$ cat src/rtl/scarv_soc_reset_seq.sv
// SoC reset sequencer: releases NDOMAINS active-low domain resets in index order after PLL lock,
// with per-domain software resets, a global software re-sequence and lock-loss recovery.
module scarv_soc_reset_seq #(
  parameter int unsigned NDOMAINS                       = 4,
  parameter int unsigned CNT_W                          = 8,
  parameter int unsigned BASE_CYCLES                    = 16,
  parameter logic [NDOMAINS*CNT_W-1:0] DOMAIN_CYCLES    = {NDOMAINS{8'd16}},
  parameter int unsigned SYNC_STAGES                    = 2,
  localparam int unsigned DOM_W = (NDOMAINS > 1) ? $clog2(NDOMAINS) : 1
) (
  input  logic                f_clk,
  input  logic                sys_reset,
  input  logic                f_clk_locked,
  input  logic [NDOMAINS-1:0] sw_req,
  input  logic                sw_req_all,
  output logic [NDOMAINS-1:0] resetn,
  output logic                ready,
  output logic [1:0]          cause,
  output logic [DOM_W-1:0]    cause_dom
);

  localparam int unsigned SS = (SYNC_STAGES < 2) ? 2 : SYNC_STAGES;

  localparam logic [1:0] CauseExt  = 2'd0;
  localparam logic [1:0] CauseLock = 2'd1;
  localparam logic [1:0] CauseDom  = 2'd2;
  localparam logic [1:0] CauseAll  = 2'd3;

  // Terminal counter values; a programmed length of 0 behaves as 1.
  localparam logic [CNT_W-1:0] BASE_LAST =
      (BASE_CYCLES == 0) ? '0 : CNT_W'(BASE_CYCLES - 1);
  localparam logic [DOM_W-1:0] LAST_DOM = DOM_W'(NDOMAINS - 1);

  typedef enum logic [2:0] {
    StWaitLock,
    StBase,
    StSeq,
    StRun,
    StSoft
  } state_e;

  state_e               state_q, state_d;
  logic [SS-1:0]        sync_q;
  logic [CNT_W-1:0]     cnt_q, cnt_d;
  logic [DOM_W-1:0]     idx_q, idx_d;
  logic [NDOMAINS-1:0]  pending_q, pending_d;
  logic [NDOMAINS-1:0]  resetn_q, resetn_d;
  logic                 ready_q, ready_d;
  logic [1:0]           cause_q, cause_d;
  logic [DOM_W-1:0]     cause_dom_q, cause_dom_d;

  logic                 lock_s;
  logic [NDOMAINS-1:0]  pend_eff;
  logic [NDOMAINS-1:0]  k_mask;
  logic [DOM_W-1:0]     sel;

  assign lock_s = sync_q[SS-1];

  function automatic logic [CNT_W-1:0] dom_last(input int unsigned i);
    logic [CNT_W-1:0] v;
    v = DOMAIN_CYCLES[i*CNT_W +: CNT_W];
    return (v == '0) ? '0 : v - CNT_W'(1);
  endfunction

  always_ff @(posedge f_clk or posedge sys_reset) begin
    if (sys_reset) begin
      sync_q      <= '0;
      state_q     <= StWaitLock;
      cnt_q       <= '0;
      idx_q       <= '0;
      pending_q   <= '0;
      resetn_q    <= '0;
      ready_q     <= 1'b0;
      cause_q     <= CauseExt;
      cause_dom_q <= '0;
    end else begin
      sync_q      <= {sync_q[SS-2:0], f_clk_locked};
      state_q     <= state_d;
      cnt_q       <= cnt_d;
      idx_q       <= idx_d;
      pending_q   <= pending_d;
      resetn_q    <= resetn_d;
      ready_q     <= ready_d;
      cause_q     <= cause_d;
      cause_dom_q <= cause_dom_d;
    end
  end

  always_comb begin
    pend_eff = pending_q | sw_req;
    k_mask = '0;
    k_mask[idx_q] = 1'b1;
    sel = '0;
    for (int i = int'(NDOMAINS) - 1; i >= 0; i--) begin
      if (pend_eff[i]) sel = DOM_W'(i);
    end
  end

  always_comb begin
    state_d     = state_q;
    cnt_d       = cnt_q + CNT_W'(1);
    idx_d       = idx_q;
    pending_d   = pending_q;
    resetn_d    = resetn_q;
    ready_d     = ready_q;
    cause_d     = cause_q;
    cause_dom_d = cause_dom_q;

    unique case (state_q)
      StWaitLock: begin
        cnt_d    = '0;
        resetn_d = '0;
        ready_d  = 1'b0;
        if (lock_s) state_d = StBase;
      end
      StBase: begin
        if (cnt_q == BASE_LAST) begin
          state_d = StSeq;
          cnt_d   = '0;
          idx_d   = '0;
        end
      end
      StSeq: begin
        if (cnt_q == dom_last(int'(idx_q))) begin
          resetn_d[idx_q] = 1'b1;
          cnt_d           = '0;
          if (idx_q == LAST_DOM) begin
            state_d = StRun;
            ready_d = 1'b1;
          end else begin
            idx_d = idx_q + DOM_W'(1);
          end
        end
      end
      StRun: begin
        cnt_d     = '0;
        pending_d = pend_eff;
        if (pend_eff != '0) begin
          state_d       = StSoft;
          idx_d         = sel;
          resetn_d[sel] = 1'b0;
          ready_d       = 1'b0;
          cause_d       = CauseDom;
          cause_dom_d   = sel;
        end
      end
      StSoft: begin
        // Requests for the domain already in reset are absorbed.
        pending_d = pend_eff & ~k_mask;
        if (cnt_q == dom_last(int'(idx_q))) begin
          resetn_d[idx_q] = 1'b1;
          state_d         = StRun;
          cnt_d           = '0;
          ready_d         = (pending_d == '0);
        end
      end
      default: begin
        state_d = StWaitLock;
      end
    endcase

    if ((state_q == StRun || state_q == StSoft) && sw_req_all) begin
      state_d     = StBase;
      cnt_d       = '0;
      pending_d   = '0;
      resetn_d    = '0;
      ready_d     = 1'b0;
      cause_d     = CauseAll;
      cause_dom_d = '0;
    end

    if (state_q != StWaitLock && !lock_s) begin
      state_d     = StWaitLock;
      cnt_d       = '0;
      pending_d   = '0;
      resetn_d    = '0;
      ready_d     = 1'b0;
      cause_d     = CauseLock;
      cause_dom_d = '0;
    end
  end

  assign resetn    = resetn_q;
  assign ready     = ready_q;
  assign cause     = cause_q;
  assign cause_dom = cause_dom_q;

endmodule

$ cat config.mk
export PLATFORM = sky130hd
export DESIGN_NAME = scarv_soc_reset_seq
export DESIGN_NICKNAME = d
export VERILOG_FILES = /design/src/rtl/scarv_soc_reset_seq.sv
export SDC_FILE = /design/constraint.sdc
export NUM_CORES = 1
export LEC_CHECK = 0
export CORE_UTILIZATION = 48
export DETAILED_ROUTE_END_ITERATION = 10
export GPL_TIMING_DRIVEN = 0
export MAX_ROUTING_LAYER = met4
export PLACE_DENSITY = 0.72
export SLEW_MARGIN = 20
export SYNTH_ARGS = -nofsm -noshare
export SYNTH_HDL_FRONTEND = slang
export SYNTH_SLANG_ARGS = --single-unit
$ cat constraint.sdc
create_clock -name f_clk -period 3.2 [get_ports f_clk]
set_clock_uncertainty 0.1 [all_clocks]
set_input_delay 0.96 -clock f_clk [delete_from_list [all_inputs] [get_ports f_clk]]
set_output_delay 0.96 -clock f_clk [all_outputs]
set_load 0.1 [all_outputs]
### Yosys cells after proc, flatten, opt, wreduce, memory -nomap -nowiden

Cells that the tools add are included.

| cells by class | value |
|---|---|
| add/sub/neg operators | 3 |
| order comparisons | 4 |
| equality and inequality tests | 18 |
| shift operators | 1 |
| multiplexer cells | 50 |
| bitwise logic cells | 6 |
| reductions and logical operators | 24 |

Operators with widths:

| cell | count |
|---|---|
| $mux 8 | 5 |
| $shiftx 32x6->8 const A | 1 |
| $mux 2 | 15 |
| $mux 3 | 8 |
| $mux 4 | 6 |
| $pmux 8 s3 | 1 |
| $ne 4x4->1 const B | 4 |
| $pmux 3 s5 | 1 |
| $pmux 4 s3 | 1 |
| $reduce_bool 3->1 | 4 |
| $reduce_and 5->1 | 2 |
| $add 8x1->8 const B | 1 |
| $and 4x4->4 | 2 |
| $eq 8x4->1 const B | 1 |
| $eq 8x8->1 | 1 |
| $logic_not 8->1 | 1 |
| $mux 1 | 8 |
| $ne 2x2->1 const B | 4 |
| $ne 4x2->1 const B | 2 |
| $not 4->4 | 2 |
| $or 4x4->4 | 2 |
| $pmux 4 s2 | 1 |
| $reduce_bool 4->1 | 2 |
| $sub 8x1->8 const B | 1 |
| other kinds (22) | 30 |

| word-level totals | value |
|---|---|
| flip-flop bits (word level) | 28 |
| output and inout port bits | 9 |

### Depth between registers and ports, before layout

| logic depth | value |
|---|---|
| depth in word-level cells | 15 |
| depth in mapped cells | 8 |
| gate-level depth less buffers | 6 |

### Worst setup path before layout

Ideal clock, no wire load.

| timing | value |
|---|---|
| path type | input to register |
| start | input port sw_req[3] |
| end | register state_q[0] |
| library setup time | 0.122 ns |
| data arrival time | 2.137 ns |
| data required time | 2.978 ns |
| slack | 0.841 ns |
| cell stages on the path | 5 |
| buffers on the path | 0 |
| cell sequence | nor4_1 and4_4 a21oi_2 or2_1 a32o_1 |

| on the way | value |
|---|---|
| word-level cells in the longest chain between the ends | 4 |

Ends and longest elaborated chain:

| element | RTL line | source |
|---|---|---|
| start: declaration | 14 | `input logic [NDOMAINS-1:0] sw_req,` |
| $or 4x4->4 | 90 | `pend_eff = pending_q \| sw_req;` |
| $reduce_bool 4->1 | 138 | `if (pend_eff != '0) begin` |
| $ne 4x2->1 (no line) | n/a |  |
| $reduce_and 6->1 (no line) | n/a |  |
| end signal: assignment | 68 | `state_q <= StWaitLock;` |
| end signal: assignment | 78 | `state_q <= state_d;` |
| end: declaration | 42 | `state_e state_q, state_d;` |

No other way between the ends.
A chain may end at the register's enable or synchronous reset.

### Worst setup path in the final report

| timing | value |
|---|---|
| start | register cause_q[1] (netlist: cause[1]) |
| end | output port cause[1] |

RTL lines:

| element | RTL line | source |
|---|---|---|
| start: declaration | 49 | `logic [1:0] cause_q, cause_d;` |
| start signal: assignment | 74 | `cause_q <= CauseExt;` |
| start signal: assignment | 84 | `cause_q <= cause_d;` |
| end: declaration | 18 | `output logic [1:0] cause,` |

No word-level cell between the ends.

==> run summary <==
Clock sinks: 28
Flop pwr share: 0.567
Slew @ Worst Pin: 0.964 ns
Largest net degree at the start of global routing: 29
DRC: 0
DRT Wirelength: 3650 um
Core area: 0.00313 mm^2
Final #Nets: 209
Worst r2r dst: cnt_q[2]
Clk buf depth: 2
CTS tree: yes
Sw frac: 0.326
Reg-to-reg startpoint: cnt_q[0]
Placer congestion estimate: 0.950
Post-synthesis cell area: 0.00162 mm^2
Synthesized flop and latch total: 28
Max Clock Freq: 343 MHz
TNS Setup: 0 ns
Vias per cell: 5.85
Area growth syn-to-layout: 14.6%
Min Hold Slack: 0.269 ns
Status: complete, no violations
Ys async rst share: 1.00
Tmin final: 2.91 ns
Final Setup Violations: 0
H-tree Lvls: 1
CP arrival: 1.85 ns
Layout Utilization: 0.595
Root Driver: clkbuf_4
Clock Pin Slew Worst Setup and Hold Paths: 0.15 ns
Fin cells: 238
Cts hold-fix bufs: 0
Die span in x: 60.1 um
Share of cells above drive strength 1: 0.103
Post-synth cell types: 49
Total GRT Usage: 0.238
Setup WS post-layout: 0.285 ns
WP data required: 2.14 ns
RSZ-0062 raised after global routing: no
Switching power: 0.227 mW
Pwr Density: 375 mW/mm^2
Post-synth EDFFs: 0
Site Rows: 20
Vias in the first global route: 1376
R2r setup slk: 1.11 ns
Worst Setup End Kind: primary output
Postcts setup bufs: 0
Seq/Total Area, Yosys: 0.432
Min-delay worst type: reg2reg
ANT cells: 0
Comb power frac: 0.218
CTS buffer count: 3
Tcrit/Tclk final: 0.911
Worst vdd ir: 0.000182 V
Post-detail-place hpwl: 2640 um
Startpoint types: register
Initial Util: 0.519
Die footprint: 0.00362 mm^2
Hold endpoint: sync_q[1]
GRT overflow: 0
Ys Warns: 0
Min-delay src: sync_q[0]
Clock Power Share: 0.215
Max-Cap Viols: 0
DR vias: 1393
Fin. max-slew vios: 0
Detailed Route Iter0 Violations: 117
Avg Inst Size Synth: 9.27 um^2
First-pass GRT wire length: 6180 um
Clock Latency Late Sink: 0.33 ns
Slowest cell on the critical path: clkdlybuf4s50_1
Cells after Synth: 175
Max FO, Critical Path: 2
CP cell instances: clkdlybuf4s50_1
Vert. Die Dim: 60.1 um
Worst setup path category: reg2out
Placed cells: 235
Max_slew headroom: 0.355
Reg2Reg Depth: 8
Antenna violations before repair: 0
Buffers added on ports: 16
Critical path depth in cells: 1
Synthesized Nets: 188
Hold path depth: 0
Leakage: 0.785 nW
Most used DFF post-synth: dfrtp_1
Buffers and inverters on the worst path: 1
Pre-CTS setup slack: 0.213 ns
DRT Pass-1 Iters: 4
Critical Path Max Stage Delay: 1.13 ns
Pint: 0.470 mW
Final ANT Viol Nets: 0
Routed WL per cell: 15.3 um
CP top delay family: buffers and inverters
Post-cts gate resize count: 0
Hold Fails Final Rpt: 0
I/O pin count: 17
## cells by family after synthesis
kind of cell,share of synthesized area
compound gates,0.222
xor+xnor,0.0324
fa+ha+maj,0.0386
buf+inv,0.0463
flops,0.432
mux,0.0154
simple gates,0.214
## cell usage after synthesis (all sizes together) (4+ instances only)
cell / number / area share
buf: 8 / 0.025
nand2b: 4 / 0.015
a21oi: 19 / 0.063
nor2b: 4 / 0.015
a211oi: 5 / 0.023
ha: 5 / 0.039
nand3: 4 / 0.012
dfrtp: 28 / 0.43
xnor2: 4 / 0.022
o21ai: 11 / 0.034
nand2: 10 / 0.023
o22ai: 4 / 0.015
nor3: 4 / 0.012
nor2: 17 / 0.039
inv: 6 / 0.014
## power by group through the flow
stage / clock (mW) / sequential (mW) / combinational [mW]
global route: 0.171 / 0.399 / 0.169
detailed placement: 0 / 0.402 / 0.151
finish: 0.150 / 0.395 / 0.152
global placement: 0 / 0.401 / 0.147
CTS: 0.153 / 0.395 / 0.152
floorplan: 0 / 0.421 / 0.0859
## cell usage in the layout, fill, tap and decap left out, types with 5 or more instances in the layout
| cell | synthesis | final |
|---|---|---|
| dfrtp_1 | 28 | 28 |
| nor2_1 | 17 | 17 |
| a21oi_1 | 17 | 17 |
| clkdlybuf4s50_1 | 0 | 16 |
| nand2_1 | 10 | 10 |
| o21ai_0 | 10 | 10 |
| buf_2 | 6 | 6 |
| a211oi_1 | 5 | 5 |
| ha_1 | 5 | 5 |
## layer usage
layer  track usage  part of all wire  up-vias
li1              -                 -      671
met1         0.285              0.44      673
met2         0.392              0.49       44
met3        0.0411             0.052        5
met4        0.0963             0.014        0
met5             -                 0        -
## layout make-up
cell class                      count  area, um^2
Inverter                            6        22.5
Buffer                             11        52.6
Multi-Input combinational cell    130         847
Fill cell                         277        1270
Tap cell                           44        55.1
Clock buffer                        3        22.5
Timing Repair Buffer               16         160
Sequential cell                    28         701
## through the flow
stage | instance area [um^2] | total power [mW]
6_report | 1860 | 0.697
5_1_grt | 1860 | 0.738
4_1_cts | 1860 | 0.700
3_5_place_dp | 1840 | 0.553
3_3_place_gp | 1840 | 0.547
2_1_floorplan | 1620 | 0.507
## registers in the layout, summed over array words and instances, names as in the netlist
register / count
idx_q: 2
state_q: 3
resetn: 4
sync_q: 2
ready: 1
pending_q: 4
cnt_q: 8
cause: 2
cause_dom: 2
## worst max-delay path by stage
| stage | startpoint | to | slack, ns |
|---|---|---|---|
| after global placement | sw_req[1] | state_q[0] | 0.22 |
| final | cause[1] | cause[1] | 0.29 |
| after detailed placement | sw_req[1] | state_q[0] | 0.21 |
| after global routing | resetn[3] | resetn[3] | 0.22 |
| after floorplan | sw_req[3] | state_q[0] | 0.84 |
| after CTS | ready | ready | 0.27 |
No activity file was read; power rests on OpenSTA's default activity.
